File: src/rtl/i2s_pkg.sv
`default_nettype none
// ============================================================================
//  Module      : i2s_pkg
//  Description : Shared I2S framing constants and types used by the receiver
//                and the on-chip transmitter.
//  Revision    : 1.0 - initial release
// ============================================================================
package i2s_pkg;

    // Captured sample width and slot length shared with the transmitter
    localparam int I2S_SAMPLE_W = 16;
    localparam int I2S_SLOT_W   = 32;

    // Receiver decode states
    typedef enum logic [1:0] {
        RX_IDLE  = 2'd0,
        RX_SHIFT = 2'd1,
        RX_PAD   = 2'd2
    } rx_state_t;

    // One stereo sample pair
    typedef struct packed {
        logic [I2S_SAMPLE_W-1:0] l;
        logic [I2S_SAMPLE_W-1:0] r;
    } stereo_t;

endpackage
`default_nettype wire

File: src/rtl/i2s_sync_edge.sv
`default_nettype none
// ============================================================================
//  Module      : i2s_sync_edge
//  Description : Multi-flop synchronizer for one asynchronous input with
//                single-cycle rise and fall pulses derived from the synced
//                level.
//  Revision    : 1.0 - initial release
// ============================================================================
module i2s_sync_edge #(
    parameter int SYNC_STAGES = 2
) (
    input  logic clk,
    input  logic reset,
    input  logic din,
    output logic rise,
    output logic fall
);

    logic [SYNC_STAGES-1:0] r_sync;
    logic                   r_prev;
    logic                   w_level;

    assign w_level = r_sync[SYNC_STAGES-1];

    // Shift the raw input through the synchronizer and remember the last level
    always_ff @(posedge clk or posedge reset) begin
        if (reset) begin
            r_sync <= '0;
            r_prev <= 1'b0;
        end else begin
            r_sync <= {r_sync[SYNC_STAGES-2:0], din};
            r_prev <= w_level;
        end
    end

    assign rise = w_level & ~r_prev;
    assign fall = ~w_level & r_prev;

endmodule
`default_nettype wire

File: src/rtl/i2s_receiver.sv
`default_nettype none
// ============================================================================
//  Module      : i2s_receiver
//  Description : Philips I2S stereo deserializer running on the system clock.
//                SCLK/LRCLK/SD_IN are synchronized and decoded on synced SCLK
//                rising edges; completed left/right pairs are offered on a
//                valid/ready handshake with sticky overrun/frame-error flags.
//                Optional peak meter enabled by macro I2S_RX_PEAK_EN.
//  Revision    : 1.0 - initial release
// ============================================================================
module i2s_receiver
    import i2s_pkg::*;
#(
    parameter int SAMPLE_W    = I2S_SAMPLE_W,
    parameter int SLOT_W      = I2S_SLOT_W,
    parameter int SYNC_STAGES = 2
) (
    input  logic                clk,
    input  logic                reset,
    input  logic                sclk,
    input  logic                lrclk,
    input  logic                sd_in,
    input  logic                ready,
    input  logic                clr_flags,
`ifdef I2S_RX_PEAK_EN
    input  logic                peak_clr,
    output logic [SAMPLE_W-1:0] peak_out,
`endif
    output logic [SAMPLE_W-1:0] l_out,
    output logic [SAMPLE_W-1:0] r_out,
    output logic                valid,
    output logic                overrun,
    output logic                frame_err
);

    // Counter must reach SLOT_W+1 (saturation point for overlong detection)
    localparam int CNT_W = $clog2(SLOT_W + 2);

    localparam logic [1:0]       C_ST_IDLE    = RX_IDLE;
    localparam logic [1:0]       C_ST_SHIFT   = RX_SHIFT;
    localparam logic [1:0]       C_ST_PAD     = RX_PAD;
    localparam logic [CNT_W-1:0] C_CNT_SAMPLE = CNT_W'(SAMPLE_W);
    localparam logic [CNT_W-1:0] C_CNT_SLOT   = CNT_W'(SLOT_W);
    localparam logic [CNT_W-1:0] C_CNT_SAT    = CNT_W'(SLOT_W + 1);

    logic                   w_sclk_rise;
    logic                   w_sclk_fall_unused;
    logic [SYNC_STAGES-1:0] r_lr_sync;
    logic [SYNC_STAGES-1:0] r_sd_sync;
    logic                   w_lr;
    logic                   w_sd;

    logic                   r_lr_prev;
    logic [1:0]             r_state;
    logic                   r_chan;
    logic [CNT_W-1:0]       r_cnt;
    logic [SAMPLE_W-1:0]    r_sreg;
    logic [SAMPLE_W-1:0]    r_left_hold;
    logic                   r_left_ok;
    logic                   r_frame_done;

    logic [SAMPLE_W-1:0]    r_l_out;
    logic [SAMPLE_W-1:0]    r_r_out;
    logic                   r_valid;
    logic                   r_overrun;
    logic                   r_frame_err;

    logic                   w_lr_change;
    logic                   w_lr_edge;
    logic [CNT_W-1:0]       w_cnt_inc;
    logic [SAMPLE_W-1:0]    w_sreg_next;
    logic                   w_err_set;
    logic                   w_load;

    // SCLK needs edge detection; LRCLK and SD_IN only need the synced level
    i2s_sync_edge #(
        .SYNC_STAGES (SYNC_STAGES)
    ) u_sclk_sync (
        .clk   (clk),
        .reset (reset),
        .din   (sclk),
        .rise  (w_sclk_rise),
        .fall  (w_sclk_fall_unused)
    );

    // Plain synchronizers for word select and data, same depth as SCLK path
    always_ff @(posedge clk or posedge reset) begin
        if (reset) begin
            r_lr_sync <= '0;
            r_sd_sync <= '0;
        end else begin
            r_lr_sync <= {r_lr_sync[SYNC_STAGES-2:0], lrclk};
            r_sd_sync <= {r_sd_sync[SYNC_STAGES-2:0], sd_in};
        end
    end

    assign w_lr        = r_lr_sync[SYNC_STAGES-1];
    assign w_sd        = r_sd_sync[SYNC_STAGES-1];
    assign w_lr_change = (w_lr != r_lr_prev);
    assign w_lr_edge   = w_sclk_rise & w_lr_change;
    assign w_cnt_inc   = r_cnt + 1'b1;
    assign w_sreg_next = {r_sreg[SAMPLE_W-2:0], w_sd};

    // Short slot: word select moved before a full sample was shifted in.
    // Overlong slot: the counter passes SLOT_W while still padding.
    assign w_err_set = w_sclk_rise &
                       (((r_state == C_ST_SHIFT) & w_lr_change) |
                        ((r_state == C_ST_PAD) & ~w_lr_change & (r_cnt == C_CNT_SLOT)));

    // Slot decoder: tracks word select, shifts the sample, pairs left with right
    always_ff @(posedge clk or posedge reset) begin
        if (reset) begin
            r_lr_prev    <= 1'b0;
            r_state      <= C_ST_IDLE;
            r_chan       <= 1'b0;
            r_cnt        <= '0;
            r_sreg       <= '0;
            r_left_hold  <= '0;
            r_left_ok    <= 1'b0;
            r_frame_done <= 1'b0;
        end else begin
            r_frame_done <= 1'b0;
            if (w_sclk_rise) begin
                r_lr_prev <= w_lr;
                case (r_state)
                    C_ST_IDLE: begin
                        if (w_lr_change) begin
                            r_state <= C_ST_SHIFT;
                            r_chan  <= w_lr;
                            r_cnt   <= '0;
                        end
                    end
                    C_ST_SHIFT: begin
                        if (w_lr_change) begin
                            // Partial word is abandoned; new slot starts now
                            r_chan    <= w_lr;
                            r_cnt     <= '0;
                            r_left_ok <= 1'b0;
                        end else begin
                            r_sreg <= w_sreg_next;
                            r_cnt  <= w_cnt_inc;
                            if (w_cnt_inc == C_CNT_SAMPLE) begin
                                if (!r_chan) begin
                                    r_left_hold <= w_sreg_next;
                                    r_left_ok   <= 1'b1;
                                end else begin
                                    r_frame_done <= r_left_ok;
                                    r_left_ok    <= 1'b0;
                                end
                                r_state <= C_ST_PAD;
                            end
                        end
                    end
                    C_ST_PAD: begin
                        if (w_lr_change) begin
                            r_state <= C_ST_SHIFT;
                            r_chan  <= w_lr;
                            r_cnt   <= '0;
                        end else if (r_cnt != C_CNT_SAT) begin
                            r_cnt <= w_cnt_inc;
                            if (r_cnt == C_CNT_SLOT) begin
                                r_left_ok <= 1'b0;
                            end
                        end
                    end
                    default: begin
                        r_state <= C_ST_IDLE;
                    end
                endcase
            end
        end
    end

    // A finished frame is accepted only if the output slot is free or draining
    assign w_load = r_frame_done & (~r_valid | ready);

    // Output register and handshake; dropped frames raise the overrun flag
    always_ff @(posedge clk or posedge reset) begin
        if (reset) begin
            r_l_out   <= '0;
            r_r_out   <= '0;
            r_valid   <= 1'b0;
            r_overrun <= 1'b0;
        end else begin
            if (w_load) begin
                r_l_out <= r_left_hold;
                r_r_out <= r_sreg;
                r_valid <= 1'b1;
            end else if (r_valid && ready) begin
                r_valid <= 1'b0;
            end
            if (r_frame_done && r_valid && !ready) begin
                r_overrun <= 1'b1;
            end else if (clr_flags) begin
                r_overrun <= 1'b0;
            end
        end
    end

    // Sticky framing error; a new error wins over a coincident clear
    always_ff @(posedge clk or posedge reset) begin
        if (reset) begin
            r_frame_err <= 1'b0;
        end else if (w_err_set) begin
            r_frame_err <= 1'b1;
        end else if (clr_flags) begin
            r_frame_err <= 1'b0;
        end
    end

    assign l_out     = r_l_out;
    assign r_out     = r_r_out;
    assign valid     = r_valid;
    assign overrun   = r_overrun;
    assign frame_err = r_frame_err;

`ifdef I2S_RX_PEAK_EN
    logic [SAMPLE_W-1:0] r_peak;
    logic [SAMPLE_W-1:0] w_abs_l;
    logic [SAMPLE_W-1:0] w_abs_r;
    logic [SAMPLE_W-1:0] w_pk_base;
    logic [SAMPLE_W-1:0] w_pk_lmax;
    logic [SAMPLE_W-1:0] w_pk_next;

    // Magnitude of a two's complement sample; most negative value clips
    function automatic logic [SAMPLE_W-1:0] abs_sat(input logic [SAMPLE_W-1:0] v);
        logic [SAMPLE_W-1:0] res;
        if (!v[SAMPLE_W-1]) begin
            res = v;
        end else if (v == {1'b1, {(SAMPLE_W-1){1'b0}}}) begin
            res = {1'b0, {(SAMPLE_W-1){1'b1}}};
        end else begin
            res = -v;
        end
        return res;
    endfunction

    // Running maximum; a clear in the same cycle is applied before the new frame
    always_comb begin
        w_abs_l   = abs_sat(r_left_hold);
        w_abs_r   = abs_sat(r_sreg);
        w_pk_base = peak_clr ? '0 : r_peak;
        w_pk_lmax = (w_abs_l > w_pk_base) ? w_abs_l : w_pk_base;
        w_pk_next = (w_abs_r > w_pk_lmax) ? w_abs_r : w_pk_lmax;
    end

    // Peak register updates on every frame that reaches the outputs
    always_ff @(posedge clk or posedge reset) begin
        if (reset) begin
            r_peak <= '0;
        end else if (w_load) begin
            r_peak <= w_pk_next;
        end else if (peak_clr) begin
            r_peak <= '0;
        end
    end

    assign peak_out = r_peak;
`endif

endmodule
`default_nettype wire

File: config.mk
export PLATFORM = sky130hd
export DESIGN_NAME = i2s_receiver
export DESIGN_NICKNAME = d
export VERILOG_FILES = /design/src/rtl/i2s_pkg.sv /design/src/rtl/i2s_sync_edge.sv /design/src/rtl/i2s_receiver.sv
export SDC_FILE = /design/constraint.sdc
export NUM_CORES = 1
export LEC_CHECK = 0
export CELL_PAD_IN_SITES_DETAIL_PLACEMENT = 1
export CELL_PAD_IN_SITES_GLOBAL_PLACEMENT = 1
export CORE_MARGIN = 2
export CORE_UTILIZATION = 45
export DETAILED_ROUTE_END_ITERATION = 8
export PLACE_DENSITY = 0.84
export SLEW_MARGIN = 20
export SYNTH_ARGS = -nofsm -noshare
export SYNTH_HDL_FRONTEND = slang
export SYNTH_SLANG_ARGS = --single-unit
File: constraint.sdc
create_clock -name clk -period 7.4 [get_ports clk]
set_clock_uncertainty 0.05 [all_clocks]
set_input_delay 0.74 -clock clk [delete_from_list [all_inputs] [get_ports clk]]
set_output_delay 0.74 -clock clk [all_outputs]
set_load 0.1 [all_outputs]
---- Word-level counts from Yosys, hierarchy flattened ----
Index checks and enable logic that the tools add are counted.
word-level totals
  bits in registers ....................... 86
  bits of input ports ..................... 7
  output and inout port bits .............. 35
operators by class
  add/subtract/negate cells ............... 1
  equal/unequal tests ..................... 15
  muxes and demuxes ....................... 26
  bitwise logic cells ..................... 12
  reduce and logical (&&, ||, !) cells .... 18
operator list
  kind                 number
  $mux 6               4
  $pmux 6 s3           1
  $mux 1               16
  $ne 2x1->1 const B   4
  $reduce_and 4->1     2
  $reduce_bool 2->1    4
  $add 6x1->6 const B  1
  $and 1x1->1          6
  $eq 6x5->1 const B   1
  $eq 6x6->1 const B   1
  $mux 2               3
  $ne 2x2->1 const B   3
  $ne 3x2->1 const B   2
  $ne 6x6->1 const B   1
  $reduce_and 3->1     2
  $reduce_and 6->1     1
  $reduce_and 5->1     1
  $not 1->1            4
  $pmux 2 s2           1
  $logic_and 1x1->1    3
  $reduce_bool 3->1    1
  $reduce_or 3->1      1
  $eq 2x1->1 const B   1
  $eq 2x2->1 const B   1
  6 further kinds      7

---- Longest topological paths before layout ----
Gate-level depths: netlist of run 1.
  depth in word-level cells ............... 7
  depth in mapped cells ................... 8
  mapped depth without buffers ............ 7

---- By module ----
Synthesis of run 1 repeated with hierarchy kept, for this count alone.
unflattened totals
  cells, all modules ...................... 257
  area total of the unflattened synthesis .. 3607.2 µm²
modules (own cells, without submodules)
  module         instances  cells each  area an instance (µm²)  seq. area each (µm²)
  i2s_receiver   1          251         3513.4                  2077.0
  i2s_sync_edge  1          6           93.8                    75.1

---- Worst setup path after synthesis of run 1 ----
OpenSTA, ideal clock, no wires.
  kind .................................... register -> register
  from .................................... reg r_cnt[0]
  to ...................................... reg r_left_hold[0]
  library setup time ...................... 125 ps
  arrival time ............................ 2190 ps
  required time ........................... 7225 ps
  path slack .............................. 5035 ps
  cell stages (with the launch flop) ...... 9
  cell sequence ........................... dfrtp_1 -> ha_1 -> nor2_1 -> o2bb2ai_2 -> o2111ai_2 -> or4_1 -> buf_6 -> buf_12 -> mux2_4
on the way
  word-level cells in the longest chain between the ends .. 3
RTL lines
  item                               line                 source
  start, declared                    i2s_receiver.sv:56   logic [CNT_W-1:0] r_cnt;
  start signal, assigned             i2s_receiver.sv:141  r_cnt <= w_cnt_inc;
  start signal, assigned             i2s_receiver.sv:160  r_cnt <= w_cnt_inc;
  $add 6x1->6                        i2s_receiver.sv:101  assign w_cnt_inc = r_cnt + 1'b1;
  $eq 6x5->1                         i2s_receiver.sv:142  if (w_cnt_inc == C_CNT_SAMPLE) begin
  $reduce_and 5->1 (no source line)  -
  end signal, assigned               i2s_receiver.sv:144  r_left_hold <= w_sreg_next;
  end, declared                      i2s_receiver.sv:58   logic [SAMPLE_W-1:0] r_left_hold;
Every way passes these cells.
A chain may end at the register's enable or synchronous reset.

---- Worst setup path after layout of run 1 ----
  from .................................... reg r_cnt[0]
  to ...................................... reg r_left_hold[9]
The elaborated chain is that of the path after synthesis.

==> qor.yml, run 1 <==
cts:
  cts_root_buffer: "clkbuf_8"
  hold_buffers: 0
  htreeDepth: 3
  cts_sinks: 86
  clock_path_buffers: 2
  cts_tree: "built"
  clkSlewWorstSetupHoldPaths_ns: 0.08
  numCtsBuffers: 9
  clk-insertion-delay-late_ns: 0.36
  post-cts-setup-buffers: 0
  cts-resized-gates: 0
yosys:
  synthesis.area_sq_um: 3568
  synthTopCellsByCount: "dfrtp_1 (86), mux2_2 (55), nand2_1 (16)"
  synth-edff-count: 0
  synthCells: 250
  syn_avg_cell_area_sq_um: 14.27
  synth_top_area_share_pct: 60.31
  async_flop_share_pct: 100.0
  yosysMostFrequentCell: "dfrtp_1"
  ys_seq_area_share_pct: 60.31
  yosysUniqueCellTypes: 43
  synth_ff_type: "dfrtp_1"
  synth_seq_cells: 86
  synthTopCellsByArea: "dfrtp_1 (60%), mux2_2 (17%), mux2_4 (4.2%)"
  synth_area_leader_cell: "dfrtp_1"
  synth_nets: 265
  synth_warnings: 0
global_routing:
  grtUsageTotal_pct: 17.66
  grt_max_degree: 87
  grt_pass1_vias: 2229
  grt_pass1_wl_microns: 11670
  antenna_found_initial: 0
  grt-ovfl-total: 0
power:
  seqPwrFrac_pct: 56.5
  vdd_drop_max_v: 0.0001095
  p_int_mw: 0.6595
  clkPwrFrac_pct: 31.9
  switchingPower_mw: 0.2645
  p_leak_nw: 2.027
  switching_share_pct: 28.62
  p_comb_share_pct: 11.7
  power.density_nw_per_um2: 218.7
route:
  drtIter0Drc: 64
  dr.pass1.iters: 4
  wl_per_cell_microns: 16.69
  post-route-drc-count: 0
  final_antenna_net_count: 0
  routed_wl_microns: 6694
  vias: 2066
  detail_route.vias_per_cell: 5.152
final_layout:
  syn_to_final_growth_pct: 18.41
  diodes: 0
  instances_no_fill: 401
  drive_above_1_share_pct: 31.44
  nNetsFinal: 310
setup_path:
  worstPathMaxFanout: 16
  crit_type: "reg2reg"
  worst_r2r_endpoint: "r_left_hold[9]"
  start_kind: "flip-flop"
  cp.required_ns: 7.58
  end_kind: "flip-flop"
  worst-r2r-cell-count: 6
  critPathArrivalTime_ns: 3.04
  r2r-start: "r_cnt[0]"
  r2r_slack_ns: 4.55
sta:
  report.final.slew_viol_count: 0
  fin_setup_tns_ns: 0
  min_period_ns: 2.853
  slew_headroom_pct: 32.86
  setup_violations: 0
  hold_violations: 0
  fmax_mhz: 350.5
  final.period_utilization_pct: 38.55
  rsz0062_at_grt: "false"
  tightest_slew_ns: 1.004
floorplanning:
  rows: 32
  dieWidth_microns: 93.05
  die_y_microns: 93.05
  ios: 42
  dieArea_sq_um: 8658
  initial_core_util_pct: 46.42
  core_area_sq_um: 7687
placed_design:
  placed_cells: 386
  port_buffers: 41
  hpwl_microns: 4636
  gp_congestion: 0.7977
outcome:
  status: "finished clean"
run:
  cap_violations: 0
hold_path:
  worstHoldStart: "u_sclk_sync.r_sync[0]"
  whs_path_depth: 0
  hold_path_class: "reg2reg"
  min_to: "u_sclk_sync.r_sync[1]"
==> worst max-delay path: stages (launching register included) <==
cell and delay (ns):
dfrtp_1 0.47, ha_1 0.27, nand2_1 0.10, o2bb2ai_2 0.16, o2111ai_2 0.22, or4_1 0.99
mux2_4 0.45
==> power by group through the flow <==
stage                     Sequential [mW]  Clock, mW  Combinational [mW]
after global placement              0.530          0              0.0999
after CTS                           0.522      0.303               0.110
after floorplan                     0.529          0              0.0737
final                               0.522      0.294               0.108
after global routing                0.528      0.326               0.122
after detailed placement            0.532          0               0.108
==> cell usage in the layout (no fill, tap or decap), types with 2 or more instances in the layout <==
cell type	instances
clkinvlp_4	2
clkbuf_8	9
o22ai_1	2
ha_1	8
clkinv_2	2
nand2_1	16
inv_6	2
xor2_1	2
buf_4	2
inv_1	9
nor2_1	10
clkdlybuf4s50_1	41
mux2_4	10
dfrtp_1	86
o21ai_0	8
nor3_1	2
a31oi_1	3
mux2_2	55
nand2b_1	2
nand3_1	4
==> metal layers <==
| layer | global-route usage, % | vias to the layer above | routed length, microns |
|---|---|---|---|
| li1 | - | 969 | - |
| met1 | 22.60 | 1054 | 2934 |
| met2 | 29.77 | 32 | 3482 |
| met3 | 2.659 | 11 | 133 |
| met4 | 8.088 | 0 | 144 |
| met5 | 0 | - | 0 |
==> sequential cells by signal, summed over array words and instances, names as in the netlist <==
name	flops
r_state	2
r_left_hold	16
overrun	1
frame_err	1
r_sd_sync	2
r_sreg	16
u_sclk_sync.r_sync	2
u_sclk_sync.r_prev	1
l_out	16
r_lr_prev	1
r_out	16
r_lr_sync	2
valid	1
r_cnt	6
r_frame_done	1
r_chan	1
r_left_ok	1
==> worst max-delay path by stage <==
| stage | from | end | slack [ns] | depth (start not counted) |
|---|---|---|---|---|
| 2_1_floorplan | reset | frame_err | 4.39 | 1 |
| 3_3_place_gp | r_cnt[0] | r_left_hold[3] | 4.65 | 6 |
| 3_5_place_dp | r_cnt[0] | r_left_hold[9] | 4.55 | 6 |
| 4_1_cts | r_cnt[0] | r_left_hold[9] | 4.53 | 6 |
| 5_1_grt | r_cnt[0] | r_left_hold[9] | 4.43 | 6 |
| 6_report | r_cnt[0] | r_left_hold[9] | 4.55 | 6 |
==> stage by stage <==
step / cell area [sq um] / total power [mW] / hold WS, ns / util (%) / worst slack [ns]
floorplan: 3568 / 0.6032 / 0.2812 / - / 4.388
CTS: 4222 / 0.9349 / 0.3057 / 54.92 / 4.531
finish: 4225 / 0.9240 / 0.3030 / 54.96 / 4.547
detailed placement: 4051 / 0.6399 / 0.2863 / 52.70 / 4.554
global placement: 4051 / 0.6295 / 0.2824 / 52.70 / 4.654
global route: 4225 / 0.9751 / 0.3107 / 54.96 / 4.428
==> cell families (layout without fill, tap and decap cells) <==
family / after synthesis / after routing / synth area share (%)
flip-flops: 86 / 86 / 60.31
multiplexers: 65 / 65 / 21.56
AND/OR/NAND/NOR: 43 / 43 / 6.102
AO/OA/AOI/OAI: 25 / 25 / 5.224
buffers and inverters: 20 / 69 / 3.261
adder cells (fa/ha/maj): 8 / 8 / 2.805
XOR/XNOR: 3 / 3 / 0.7365
==> area by class of cell <==
class | instances | area (sq um)
clock buffer | 9 | 123.9
sequential | 86 | 2152
multi-input combinational | 144 | 1300
tap | 102 | 127.6
fill | 763 | 3462
clock inverter | 6 | 46.29
timing repair buffer | 44 | 436.7
inverter | 10 | 38.79
No activity file was read; power rests on OpenSTA's default activity.
==> inputs of run 2 (changes only) <==
clock period = 2.79 ns   (was 7.4 ns; I/O delays follow)
==> run 2 against run 1 <==
  * Global-route usage down 0.086 points
  * Critical path depth up 1
  * Worst hold slack worse by 0.060 ns
  * Design area shrank 0.21%
  * Sequential share of layout area increased by 0.11 points
  * Sequential power increased to 2.6 times the previous value
  * Fmax up 13%
  * Core utilization is 0.11 points lower
  * Clock power increased to 3.1 times the previous value
  * Power grew to 2.8 times the previous value
  * Final cell count increased by 1.2%
  * Non-clock buffer count grew 4
  * Critical path type unchanged
  * Largest power group unchanged
==> qor.yml, run 2 (synthesis gave the netlist of run 1 again) <==
cts:
  hold_buffers: 0  # unchanged
  post-cts-setup-buffers: 0  # unchanged
  clk-insertion-delay-late_ns: 0.36  # about the same
  htreeDepth: 3  # unchanged
  clkSlewWorstSetupHoldPaths_ns: 0.09  # about the same
  cts_sinks: 86  # unchanged
  cts_root_buffer: "clkbuf_8"
  clock_path_buffers: 2  # unchanged
  cts_tree: "built"
  cts-resized-gates: 0  # unchanged
  numCtsBuffers: 9  # unchanged
route:
  final_antenna_net_count: 0  # unchanged
  post-route-drc-count: 0  # unchanged
  routed_wl_microns: 6946  # +3.8%
  detail_route.vias_per_cell: 5.138  # -0.28%
  dr.pass1.iters: 4  # unchanged
  vias: 2086  # +0.97%
  wl_per_cell_microns: 17.11  # +2.5%
  drtIter0Drc: 65  # +1.6%
setup_path:
  critPathArrivalTime_ns: 2.71  # -0.33 ns
  cp.required_ns: 2.98  # -4.60 ns
  worstPathMaxFanout: 16  # unchanged
  crit_type: "reg2reg"
  start_kind: "flip-flop"
  end_kind: "flip-flop"
floorplanning:
  core_area_sq_um: 7687  # unchanged
  initial_core_util_pct: 46.42  # unchanged
  dieArea_sq_um: 8658  # unchanged
  ios: 42  # unchanged
  dieWidth_microns: 93.05  # unchanged
  rows: 32  # unchanged
  die_y_microns: 93.05  # unchanged
power:
  p_comb_share_pct: 11.0  # -0.7 points
  switching_share_pct: 28.01  # -0.62 points
  seqPwrFrac_pct: 53.4  # -3.1 points
  clkPwrFrac_pct: 35.6  # +3.7 points
  p_leak_nw: 2.144  # +5.8%
  power.density_nw_per_um2: 614.3  # +180%
  switchingPower_mw: 0.7254  # +170%
  vdd_drop_max_v: 0.0002541  # +130%
  p_int_mw: 1.865  # +180%
final_layout:
  mostFrequentLayoutCell: "dfrtp_1"
  fin_util_pct: 54.85  # -0.11 points
  diodes: 0  # unchanged
  drive_above_1_share_pct: 44.08  # +13 points
  instances_no_fill: 406  # +1.2%
  syn_to_final_growth_pct: 18.16
  nNetsFinal: 314  # +1.3%
  layout_common_cells: "dfrtp_1 (86), mux2_2 (55), buf_4 (41)"
placed_design:
  placed_cells: 390  # +1.0%
  pre_cts_ws_ns: 0.2962  # -4.258 ns
  gp_congestion: 0.7748  # -2.9%
  hpwl_microns: 4799  # +3.5%
  port_buffers: 41  # unchanged
outcome:
  status: "finished clean"
global_routing:
  antenna_found_initial: 0  # unchanged
  busiest_layer: "met2"
  grtUsageMet2_pct: 28.68  # -1.1 points
  grt-ovfl-total: 0  # unchanged
  grt_max_degree: 38  # -56%
  use_met1_pct: 22.36  # -0.24 points
  grtUsageTotal_pct: 17.57  # -0.086 points
  grt_util_met3_pct: 3.626  # +0.97 points
  grt_pass1_vias: 2182  # -2.1%
  grt_pass1_wl_microns: 11460  # -1.8%
sta:
  hold_violations: 0  # unchanged
  min_period_ns: 2.519  # -0.3334 ns
  fmax_mhz: 396.9  # +13%
  report.final.slew_viol_count: 0  # unchanged
  fin_setup_tns_ns: 0  # unchanged
  slew_headroom_pct: 58.55  # +26 points
  rsz0062_at_grt: "false"
  setup_ws_ns: 0.2706  # -4.277 ns
  tightest_slew_ns: 0.6210  # -0.3829 ns
  setup_violations: 0  # unchanged
  final.period_utilization_pct: 90.30  # +52 points
  holdWs_ns: 0.2431  # -0.05989 ns
run:
  cap_violations: 0  # unchanged
hold_path:
  hold_path_class: "in2async"
[run 2: changes by cell type in the layout (fill, tap and decap cells not counted), sizes merged]
cell | before | now
clkdlybuf4s50 | 41 | 6
clkinvlp | 2 | 1
buf | 3 | 42
inv | 11 | 14
bufinv | 0 | 1
clkinv | 3 | 1
[run 2: metrics by stage]
| stage | total power, mW | instance area (sq um) |
|---|---|---|
| detailed placement | 1.699 | 4006 |
| global placement | 1.677 | 4006 |
| global route | 2.721 | 4217 |
| finish | 2.590 | 4217 |
| CTS | 2.627 | 4217 |
| floorplan | 1.600 | 3568 |
[run 2: path summary, 6_finish.rpt]
| path | start | to | slack, ns | cells after the start |
|---|---|---|---|---|
| hold / removal | reset | frame_err | 0.24 | 2 |
| setup reg to reg | r_cnt[0] | r_left_hold[2] | 0.27 | 7 |
| min in group clk | sclk | u_sclk_sync.r_sync[0] | 0.30 | 1 |
| max in group asynchronous | reset | l_out[0] | 1.79 | 3 |
| setup / recovery | r_cnt[0] | r_left_hold[2] | 0.27 | 7 |
| hold reg to reg | r_sd_sync[0] | r_sd_sync[1] | 0.31 | 0 |
[run 2: cell type report]
cell class                      instances  area [sq um]
Fill cell                             786          3471
Sequential cell                        86          2152
Multi-Input combinational cell        144          1300
Timing Repair Buffer                   48         387.9
Tap cell                              102         127.6
Clock buffer                            9         123.9
Clock inverter                          7         86.33
Inverter                               10         38.79
[run 2: power groups by stage]
stage	logic, mW	registers [mW]	clock network (mW)
floorplan	0.195	1.40	0
global route	0.327	1.40	0.995
global placement	0.274	1.40	0
CTS	0.290	1.38	0.952
detailed placement	0.289	1.41	0
finish	0.286	1.38	0.922
[run 2: layer usage]
layer  wire, microns  part of all wire, %  vias up
met2            3568                   51       34
li1                -                    -      968
met4              62                 0.89        0
met1            3094                   45     1075
met3             220                  3.2        9
met5               0                    0        -
[run 2: worst max-delay path, cell delays in order, from the launching register on]
cell	delay, ns
dfrtp_1	0.49
ha_1	0.27
nand2_1	0.09
o2bb2ai_2	0.16
o2111ai_2	0.22
or4_1	0.54
buf_4	0.24
mux2_4	0.33
==> inputs of run 3 (changes only) <==
--- a/config.mk
+++ b/config.mk
@@ -11,4 +11,5 @@
 export CORE_UTILIZATION = 45
 export DETAILED_ROUTE_END_ITERATION = 8
+export GPL_TIMING_DRIVEN = 0
 export PLACE_DENSITY = 0.84
 export SLEW_MARGIN = 20
==> constraint.sdc (replaced) <==
create_clock -name clk -period 2.79 [get_ports clk]
set_clock_uncertainty 0.05 [all_clocks]
set_input_delay 0.558 -clock clk [delete_from_list [all_inputs] [get_ports clk]]
set_output_delay 0.558 -clock clk [all_outputs]
set_load 0.1 [all_outputs]
==> run 3 against run 2 <==
  * Core utilization rose by 1.8 points
  * Wire length is 2.2% lower
  * Combinational power rose by 2%
  * Clock power down 5.9%
  * Critical endpoint unchanged
==> qor.yml, run 3 (synthesis gave the netlist of run 1 again) <==
route:
  final_antenna_net_count: 0  # unchanged
  vias: 2130  # +2.1%
  drtIter0Drc: 37  # -43%
  routed_wl_microns: 6792  # -2.2%
  dr.pass1.iters: 2  # -2
  post-route-drc-count: 0  # unchanged
  detail_route.vias_per_cell: 5.195  # +1.1%
  wl_per_cell_microns: 16.57  # -3.2%
global_routing:
  antenna_found_initial: 0  # unchanged
  grt_max_degree: 34  # -11%
  grt_pass1_vias: 2262  # +3.7%
  grt-ovfl-total: 0  # unchanged
  grt_pass1_wl_microns: 11230  # -2.0%
  grtUsageTotal_pct: 17.01  # -0.56 points
final_layout:
  nNetsFinal: 319  # +1.6%
  diodes: 0  # unchanged
  mostFrequentLayoutCell: "dfrtp_1"
  final_area_sq_um: 4355  # +3.3%
  multiInputGateArea_sq_um: 1303  # +0.19%
  syn_to_final_growth_pct: 22.05
  fin_util_pct: 56.66  # +1.8 points
  layout_common_cells: "dfrtp_1 (85), mux2_2 (55), clkdlybuf4s50_1 (41)"
  nFillCells: 766  # -2.5%
  regArea_sq_um: 2153  # about the same
  drive_above_1_share_pct: 32.79  # -11 points
setup_path:
  worstPathMaxFanout: 10  # -6
  startpoint: "r_cnt[0]"
  end_kind: "flip-flop"
  worst-path-stages: 8  # +1
  r2r-start: "r_cnt[0]"
  critPathArrivalTime_ns: 2.78  # +0.07 ns
  r2r_slack_ns: 0.20  # -0.07 ns
  path_cells: "ha_1, nor2_1, o2bb2ai_2, o2111ai_2, or4_1, buf_6, buf_12, mux2_4"
  start_kind: "flip-flop"
  cp_top_family: "simple AND/OR/NAND/NOR gates"
  critPathMaxStageDelay_ns: 0.58  # +0.04 ns
  cp.required_ns: 2.97  # about the same
  crit_buf_inv: 2  # +1
  worst_r2r_endpoint: "r_left_hold[2]"
  worst-r2r-cell-count: 8  # +1
  crit_type: "reg2reg"
  slowest_stage: "or4_1"
hold_path:
  whs_path_depth: 0
  worstHoldStart: "r_lr_sync[0]"
  min_to: "r_lr_sync[1]"
  hold_path_class: "reg2reg"
floorplanning:
  dieWidth_microns: 93.05  # unchanged
  core_area_sq_um: 7687  # unchanged
  initial_core_util_pct: 46.42  # unchanged
  rows: 32  # unchanged
  die_y_microns: 93.05  # unchanged
  dieArea_sq_um: 8658  # unchanged
  ios: 42  # unchanged
sta:
  report.final.slew_viol_count: 0  # unchanged
  fmax_mhz: 385.9  # -2.8%
  setup_violations: 0  # unchanged
  final.period_utilization_pct: 92.89  # +2.6 points
  fin_setup_tns_ns: 0  # unchanged
  tightest_slew_ns: 1.022  # +0.4009 ns
  min_period_ns: 2.592  # +0.07216 ns
  rsz0062_at_grt: "false"
  slew_headroom_pct: 31.66  # -27 points
  hold_violations: 0  # unchanged
cts:
  hold_buffers: 0  # unchanged
  cts_tree: "built"
  clock_path_buffers: 2  # unchanged
  clkSlewWorstSetupHoldPaths_ns: 0.09  # about the same
  cts_sinks: 86  # unchanged
  htreeDepth: 3  # unchanged
  cts_root_buffer: "clkbuf_8"
  numCtsBuffers: 9  # unchanged
  clk-insertion-delay-late_ns: 0.35  # about the same
power:
  p_leak_nw: 2.076  # -3.2%
  p_comb_share_pct: 11.5  # +0.5 points
  totalPowerFinal_mw: 2.546  # -1.7%
  switching_share_pct: 27.50  # -0.50 points
  vdd_drop_max_v: 0.0004577  # +80%
  p_int_mw: 1.846  # -1.0%
  seqPwrFrac_pct: 54.5  # +1.1 points
  clkPwrFrac_pct: 34.1  # -1.5 points
  switchingPower_mw: 0.7004  # -3.5%
  power.density_nw_per_um2: 584.7  # -4.8%
outcome:
  status: "finished clean"
run:
  cap_violations: 0  # unchanged
placed_design:
  hpwl_microns: 4823  # +0.50%
  gp_congestion: 0.8080  # +4.3%
  port_buffers: 41  # unchanged
  place_area_sq_um: 4158  # +3.8%
==> run 3: worst max path at each step <==
stage                     endpoint
finish              r_left_hold[2]
global route        r_left_hold[8]
global placement    r_left_hold[5]
detailed placement       r_sreg[0]
floorplan           r_left_hold[0]
CTS                      r_sreg[0]
==> run 3: cell type report <==
cell class              instances  area share (%)
well taps                     102           2.930
multi-input cells             144           29.91
clock buffers                   9           2.844
clock inverters                 6           1.609
flip-flops and latches         86           49.44
repair buffers                 43           10.51
plain buffers                  10           1.810
inverters                      10          0.9480
==> run 3: routing by layer <==
| layer | share of wire [%] | up-vias | track usage, % |
|---|---|---|---|
| met1 | 45 | 1101 | 21.44 |
| met2 | 51 | 35 | 28.74 |
| met3 | 2.3 | 11 | 3.143 |
| li1 | - | 983 | - |
| met5 | 0 | - | 0 |
| met4 | 2.1 | 0 | 7.475 |
==> run 3: stage by stage <==
step | instances | hold WS, ns | setup WS [ns]
2_1_floorplan | 250 | 0.2812 | 0.4245
3_3_place_gp | 393 | 0.2832 | 0.2526
3_5_place_dp | 395 | 0.2917 | 0.1506
4_1_cts | 410 | 0.3108 | 0.1125
5_1_grt | 410 | 0.3236 | 0.05782
6_report | 410 | 0.3081 | 0.1984
==> run 3: power by group through the flow <==
stage          registers, mW  logic, mW  clock network [mW]
3_3_place_gp            1.40      0.263                   0
3_5_place_dp            1.41      0.294                   0
5_1_grt                 1.40      0.326               0.938
4_1_cts                 1.39      0.295               0.893
6_report                1.39      0.292               0.868
2_1_floorplan           1.40      0.196                   0
==> run 3: repair_timing <==
action                     4_1_cts  5_1_grt
buffers inserted                 0        0
resized for setup                0        2
hold endpoints to repair         0        0
setup endpoints to repair        0        6
